$ cat src/rtl/io_input_debounce_pkg.sv
// Shared I/O constants for the input register blocks.
// Debounce timing defaults and the short value used in simulation.
package io_input_debounce_pkg;

  localparam int unsigned DB_CYCLES_DEF = 50000;
  localparam int unsigned CNT_W_DEF     = 16;
  localparam int unsigned DB_CYCLES_SIM = 4;

  // Counter value at which a differing level is accepted.
  function automatic int unsigned db_last(input int unsigned cycles);
    return cycles - 1;
  endfunction

endpackage

$ cat src/rtl/io_input_debounce_if.sv
// Switch input bundle between board pins and the I/O input register.
// master drives raw levels, slave returns debounced levels and edges.
interface io_input_debounce_if #(
  parameter int WIDTH = 8
);

  logic [WIDTH-1:0] sw_in;
  logic [WIDTH-1:0] db_out;
  logic [WIDTH-1:0] rise;
  logic [WIDTH-1:0] fall;
  logic             changed;

  modport master (
    output sw_in,
    input  db_out,
    input  rise,
    input  fall,
    input  changed
  );

  modport slave (
    input  sw_in,
    output db_out,
    output rise,
    output fall,
    output changed
  );

endinterface

$ cat src/rtl/debounce_bit.sv
// One switch bit: 2-flop sync, persistence counter, stable level
// and registered rise/fall pulses.
module debounce_bit
  import io_input_debounce_pkg::*;
#(
  parameter int DB_CYCLES = DB_CYCLES_DEF,
  parameter int CNT_W     = CNT_W_DEF
) (
  input  logic i_clk,
  input  logic i_rst,
  input  logic i_sw,
  output logic o_db,
  output logic o_rise,
  output logic o_fall,
  output logic o_evt
);

  localparam logic [CNT_W-1:0] LP_LAST =
    CNT_W'(db_last(DB_CYCLES));

  logic             r_s1;
  logic             r_s2;
  logic             r_db;
  logic             r_rise;
  logic             r_fall;
  logic [CNT_W-1:0] r_cnt;
  logic             w_diff;
  logic             w_acc;

  assign w_diff = r_s2 ^ r_db;
  assign w_acc  = w_diff && (r_cnt == LP_LAST);

  // Bring the asynchronous pin into the clock domain.
  always_ff @(posedge i_clk or posedge i_rst) begin
    if (i_rst) begin
      r_s1 <= 1'b0;
      r_s2 <= 1'b0;
    end else begin
      r_s1 <= i_sw;
      r_s2 <= r_s1;
    end
  end

  // Count persistence of a new level; accept it on the last count.
  always_ff @(posedge i_clk or posedge i_rst) begin
    if (i_rst) begin
      r_cnt  <= '0;
      r_db   <= 1'b0;
      r_rise <= 1'b0;
      r_fall <= 1'b0;
    end else begin
      r_rise <= 1'b0;
      r_fall <= 1'b0;
      if (!w_diff) begin
        r_cnt <= '0;
      end else if (w_acc) begin
        r_cnt  <= '0;
        r_db   <= r_s2;
        r_rise <= r_s2;
        r_fall <= ~r_s2;
      end else begin
        r_cnt <= r_cnt + CNT_W'(1);
      end
    end
  end

  assign o_db   = r_db;
  assign o_rise = r_rise;
  assign o_fall = r_fall;
  assign o_evt  = w_acc;

endmodule

$ cat src/rtl/io_input_debounce.sv
// Debounces WIDTH switch inputs feeding the I/O input register.
// Per-bit work lives in debounce_bit; this level ORs the edges.
module io_input_debounce
  import io_input_debounce_pkg::*;
#(
  parameter int WIDTH     = 8,
  parameter int DB_CYCLES = DB_CYCLES_DEF,
  parameter int CNT_W     = CNT_W_DEF
) (
  input  logic                      io_clk,
  input  logic                      reset,
  io_input_debounce_if.slave        bus
);

  logic [WIDTH-1:0] w_db;
  logic [WIDTH-1:0] w_rise;
  logic [WIDTH-1:0] w_fall;
  logic [WIDTH-1:0] w_evt;
  logic             r_changed;

  for (genvar i = 0; i < WIDTH; i++) begin : g_bit
    debounce_bit #(
      .DB_CYCLES (DB_CYCLES),
      .CNT_W     (CNT_W)
    ) u_bit (
      .i_clk  (io_clk),
      .i_rst  (reset),
      .i_sw   (bus.sw_in[i]),
      .o_db   (w_db[i]),
      .o_rise (w_rise[i]),
      .o_fall (w_fall[i]),
      .o_evt  (w_evt[i])
    );
  end

  // Flag any accepted edge in the same cycle its pulse appears.
  always_ff @(posedge io_clk or posedge reset) begin
    if (reset) r_changed <= 1'b0;
    else       r_changed <= |w_evt;
  end

  assign bus.db_out  = w_db;
  assign bus.rise    = w_rise;
  assign bus.fall    = w_fall;
  assign bus.changed = r_changed;

endmodule

$ cat src/flat_wrapper.sv
// flat-port wrapper written by rule: the top's interface ports become plain ports
module io_input_debounce_flat import io_input_debounce_pkg::*;
#(
  parameter int WIDTH     = 8,
  parameter int DB_CYCLES = DB_CYCLES_DEF,
  parameter int CNT_W     = CNT_W_DEF
)
  (io_clk, reset, bus_sw_in, bus_db_out, bus_rise, bus_fall, bus_changed);
  io_input_debounce_if #(.WIDTH(WIDTH)) bus_i ();
  input  logic io_clk;
  input  logic reset;
  input wire logic [$bits(bus_i.sw_in)-1:0] bus_sw_in;
  output wire logic [$bits(bus_i.db_out)-1:0] bus_db_out;
  output wire logic [$bits(bus_i.rise)-1:0] bus_rise;
  output wire logic [$bits(bus_i.fall)-1:0] bus_fall;
  output wire logic [$bits(bus_i.changed)-1:0] bus_changed;
  assign bus_i.sw_in = bus_sw_in;
  assign bus_db_out = bus_i.db_out;
  assign bus_rise = bus_i.rise;
  assign bus_fall = bus_i.fall;
  assign bus_changed = bus_i.changed;
  io_input_debounce #(.WIDTH(WIDTH), .DB_CYCLES(DB_CYCLES), .CNT_W(CNT_W)) u_core (.io_clk(io_clk), .reset(reset), .bus(bus_i));
endmodule
$ cat config.mk
export PLATFORM = sky130hd
export DESIGN_NAME = io_input_debounce_flat
export DESIGN_NICKNAME = d
export VERILOG_FILES = /design/src/rtl/io_input_debounce_pkg.sv /design/src/rtl/io_input_debounce_if.sv /design/src/rtl/debounce_bit.sv /design/src/rtl/io_input_debounce.sv /design/src/flat_wrapper.sv
export SDC_FILE = /design/constraint.sdc
export NUM_CORES = 1
export LEC_CHECK = 0
export ABC_AREA = 0
export BUFFER_PORTS_ARGS = -buffer_cell sky130_fd_sc_hd__buf_2
export CAP_MARGIN = 25
export CORE_ASPECT_RATIO = 1.5
export CORE_UTILIZATION = 65
export DETAILED_ROUTE_END_ITERATION = 8
export PLACE_DENSITY = 0.8
export SYNTH_ARGS = -nofsm -noshare
export SYNTH_HDL_FRONTEND = slang
export SYNTH_HIERARCHICAL = 1
export SYNTH_SLANG_ARGS = --single-unit
export TNS_END_PERCENT = 20
$ cat constraint.sdc
create_clock -name io_clk -period 3.9 [get_ports io_clk]
set_input_delay 0.195 -clock io_clk [delete_from_list [all_inputs] [get_ports io_clk]]
set_output_delay 0.195 -clock io_clk [all_outputs]
set_load 0.02 [all_outputs]
==> impl_metrics.json <==
{
  "path_class": "register to register",
  "clk_path_buf_depth": 2,
  "synth_cell_types": 27,
  "max_slew_margin_pct": 45.2,
  "antenna_left": 0,
  "drt_pass1_iterations": 5,
  "cts_tree": "done",
  "syn-num-nets": 743,
  "postSynthCellCount": 725,
  "final_util_pct": 74.7,
  "core_area_um2": 12000,
  "startpoint_type": "register",
  "hold_viol": 0,
  "synth_top_cell_by_area": "dfrtp_1",
  "skew_ps": 9.73,
  "regToRegSetupSlack_ps": 1900,
  "hold_class": "input pin to async pin",
  "floorplan.initialDensity_pct": 66.6,
  "antenna_found_initial": 0,
  "grt_util_all_layers_pct": 28.0,
  "ff_latch_area_um2": 4230,
  "drt_iter0_drc": 342,
  "worstPathMaxFanout": 15,
  "irDropWorstVdd_mv": 0.278,
  "timing.rr.start": "u_core/g_bit[4].u_bit/r_cnt[11]$_DFF_PP0_",
  "synthToLayoutAreaGrowth_pct": 12.1,
  "cts.repair.resized": 0,
  "synth_top_area_share_pct": 53.1,
  "syn_area_per_cell_um2": 11.0,
  "hold_ws_ps": 308,
  "synth_edf_count": 0,
  "ctsRootBufferMaster": "clkbuf_16",
  "max_freq_ghz": 0.499,
  "dieArea_um2": 12700,
  "nFillCells": 794,
  "synth_ff_type": "dfrtp_1",
  "p_leak_nw": 3.96,
  "post_cts_buffers": 0,
  "fin_crit_sh_pct": 51.4,
  "slowest_stage": "nand2_1",
  "io_buffer_count": 34,
  "synth_area_um2": 7960,
  "pre_cts_ws_ps": 1990,
  "final_net_count": 789,
  "multiInputGateArea_um2": 3550,
  "drive_above_1_share_pct": 15.3,
  "worstPathRequired_ps": 4180,
  "synthArstFlopShare_pct": 100,
  "max_stage_delay_ps": 500,
  "placed_area_um2": 8200,
  "drc": 0,
  "cp.arrival_ps": 2280,
  "r2r-end": "u_core/g_bit[4].u_bit/r_cnt[11]$_DFF_PP0_",
  "htreeDepth": 4,
  "final.min_clock_period_ps": 2000,
  "dp.final_hpwl_um": 10600,
  "yosysWarnings": 6,
  "crit_path_cell_trace": "nor4bb_1, nand4_1, nand2_1, nor2_1",
  "gp_congestion": 0.957,
  "io_pins": 35,
  "die_w_um": 92.4,
  "seq_area_frac_synth_pct": 53.1,
  "rsz0062_at_grt": "no",
  "maxSlewViolCount": 0,
  "fin_tns_setup_ps": 0,
  "dieHeight_um": 138,
  "grt_pass1_vias": 5945,
  "grt_pass1_wl_um": 28000,
  "worstMarginPinSlew_ps": 822,
  "status": "finished clean",
  "setup_slack_ps": 1900,
  "clock_sinks": 169,
  "power.density_nw_per_um2": 414,
  "numCtsBuffers": 17,
  "setup_violations": 0,
  "wl_um": 16100,
  "drv_cap": 0,
  "worst_r2r_path_depth": 4,
  "dr_total_vias": 5797,
  "clkTransAtPathRegs_ps": 60,
  "ys_ff_latch": 169,
  "rows": 49,
  "wl_per_cell_um": 17.2,
  "final_cell_area_um2": 8920,
  "globalRouteOverflowTotal": 0,
  "grt_max_degree": 22,
  "num_antenna_cells": 0,
  "vias_per_cell": 6.19,
  "end_kind": "register",
  "ys_top_cells_by_area": "dfrtp_1 53%, xor2_1 6.2%, nand4_1 5.7%, nor2_1 5.3%, xnor2_1 5.3%",
  "worstSkewPairLatency_ps": 420
}
cell families (layout without fill, tap and decap cells):
group                      Yosys count  count (layout)  share of synthesized area (%)
AOI/OAI and AO/OA                   32              32                           2.89
xor gates and xnor gates           104             104                           11.4
adders and majority gates            8               8                           1.26
buffers and inverters               33              92                           2.31
DFF                                169             169                           53.1
muxes                                8               8                           1.13
and+or+nand+nor                    371             371                           27.9
registers in the layout (all words and copies together), names as in the netlist:
register	flops
u_core/g_bit.u_bit/r_s1	8
u_core/bus.changed	1
u_core/g_bit.u_bit/r_cnt	128
u_core/g_bit.u_bit/o_rise	8
u_core/g_bit.u_bit/r_s2	8
u_core/g_bit.u_bit/o_fall	8
u_core/g_bit.u_bit/o_db	8
how the worst max path moves through the flow:
| stage | start | to | slack, ps | depth (start not counted) |
|---|---|---|---|---|
| after floorplan | u_core/g_bit[1].u_bit/r_cnt[0]$_DFF_PP0_ | u_core/bus.changed$_DFF_PP0_ | 2380 | 6 |
| after global placement | u_core/g_bit[1].u_bit/r_cnt[0]$_DFF_PP0_ | u_core/bus.changed$_DFF_PP0_ | 2000 | 6 |
| after detailed placement | u_core/g_bit[0].u_bit/r_cnt[0]$_DFF_PP0_ | u_core/bus.changed$_DFF_PP0_ | 1990 | 6 |
| after CTS | u_core/g_bit[3].u_bit/r_cnt[10]$_DFF_PP0_ | u_core/g_bit[3].u_bit/r_cnt[8]$_DFF_PP0_ | 1900 | 4 |
| after global routing | u_core/g_bit[4].u_bit/r_cnt[10]$_DFF_PP0_ | u_core/g_bit[4].u_bit/r_cnt[8]$_DFF_PP0_ | 1720 | 4 |
| final | u_core/g_bit[4].u_bit/r_cnt[11]$_DFF_PP0_ | u_core/g_bit[4].u_bit/r_cnt[11]$_DFF_PP0_ | 1900 | 4 |
worst max-delay path: cells and delay by family, from the launching register on:
kind,cells,cell delay (ps)
AND/OR/NAND/NOR,4,1410
flip-flops,1,450
metrics by stage:
| stage | instances | power [mW] |
|---|---|---|
| 3_5_place_dp | 896 | 1.95 |
| 6_report | 937 | 3.70 |
| 4_1_cts | 937 | 3.73 |
| 2_1_floorplan | 725 | 1.92 |
| 5_1_grt | 937 | 3.83 |
| 3_3_place_gp | 896 | 1.94 |
layout by cell type, fill, tap and decap left out, types with 17 or more instances in the layout:
master	n
buf_2	34
clkbuf_16	17
dfrtp_1	169
inv_1	17
nand2_1	17
nand3_1	32
nand4_1	72
nor2_1	112
xnor2_1	48
xor2_1	56
timing repair:
item                                    in CTS  in global routing
endpoints found under the setup margin       0                  0
hold buffers                                 9                  0
hold endpoints to repair                     9                  0
cells in the mapped netlist, types with 10 or more instances:
master and instances:
dfrtp_1 169, nor2_1 112, nand4_1 72, xor2_1 56, xnor2_1 48, nand3_1 32, inv_1 17, nand2_1 17
and3_1 16, buf_4 16, nor3_1 16, nor3b_1 16, nor4bb_1 16, o31ai_1 16, nor4_1 10
report_power, final:
| group | switching (mW) | total (mW) | internal (mW) |
|---|---|---|---|
| Sequential | 0.0312 | 1.81 | 1.78 |
| Clock | 0.667 | 1.77 | 1.11 |
| Combinational | 0.0760 | 0.109 | 0.0334 |
| Total | 0.774 | 3.70 | 2.92 |
layout make-up:
cell class,instances,share of cell area (%)
clock buffer,21,5.16
tap,153,2.14
timing repair buffer,43,2.92
multi-input combinational,523,39.8
sequential,169,47.4
inverter,17,0.715
clock inverter,11,1.91
layer usage:
layer / global-route usage (%) / routed length [um]
met1: 34.7 / 6540
met2: 48.9 / 8580
met3: 4.97 / 674
met4: 10.5 / 305
met5: 0 / 0
(Power assumes the default switching activity.)
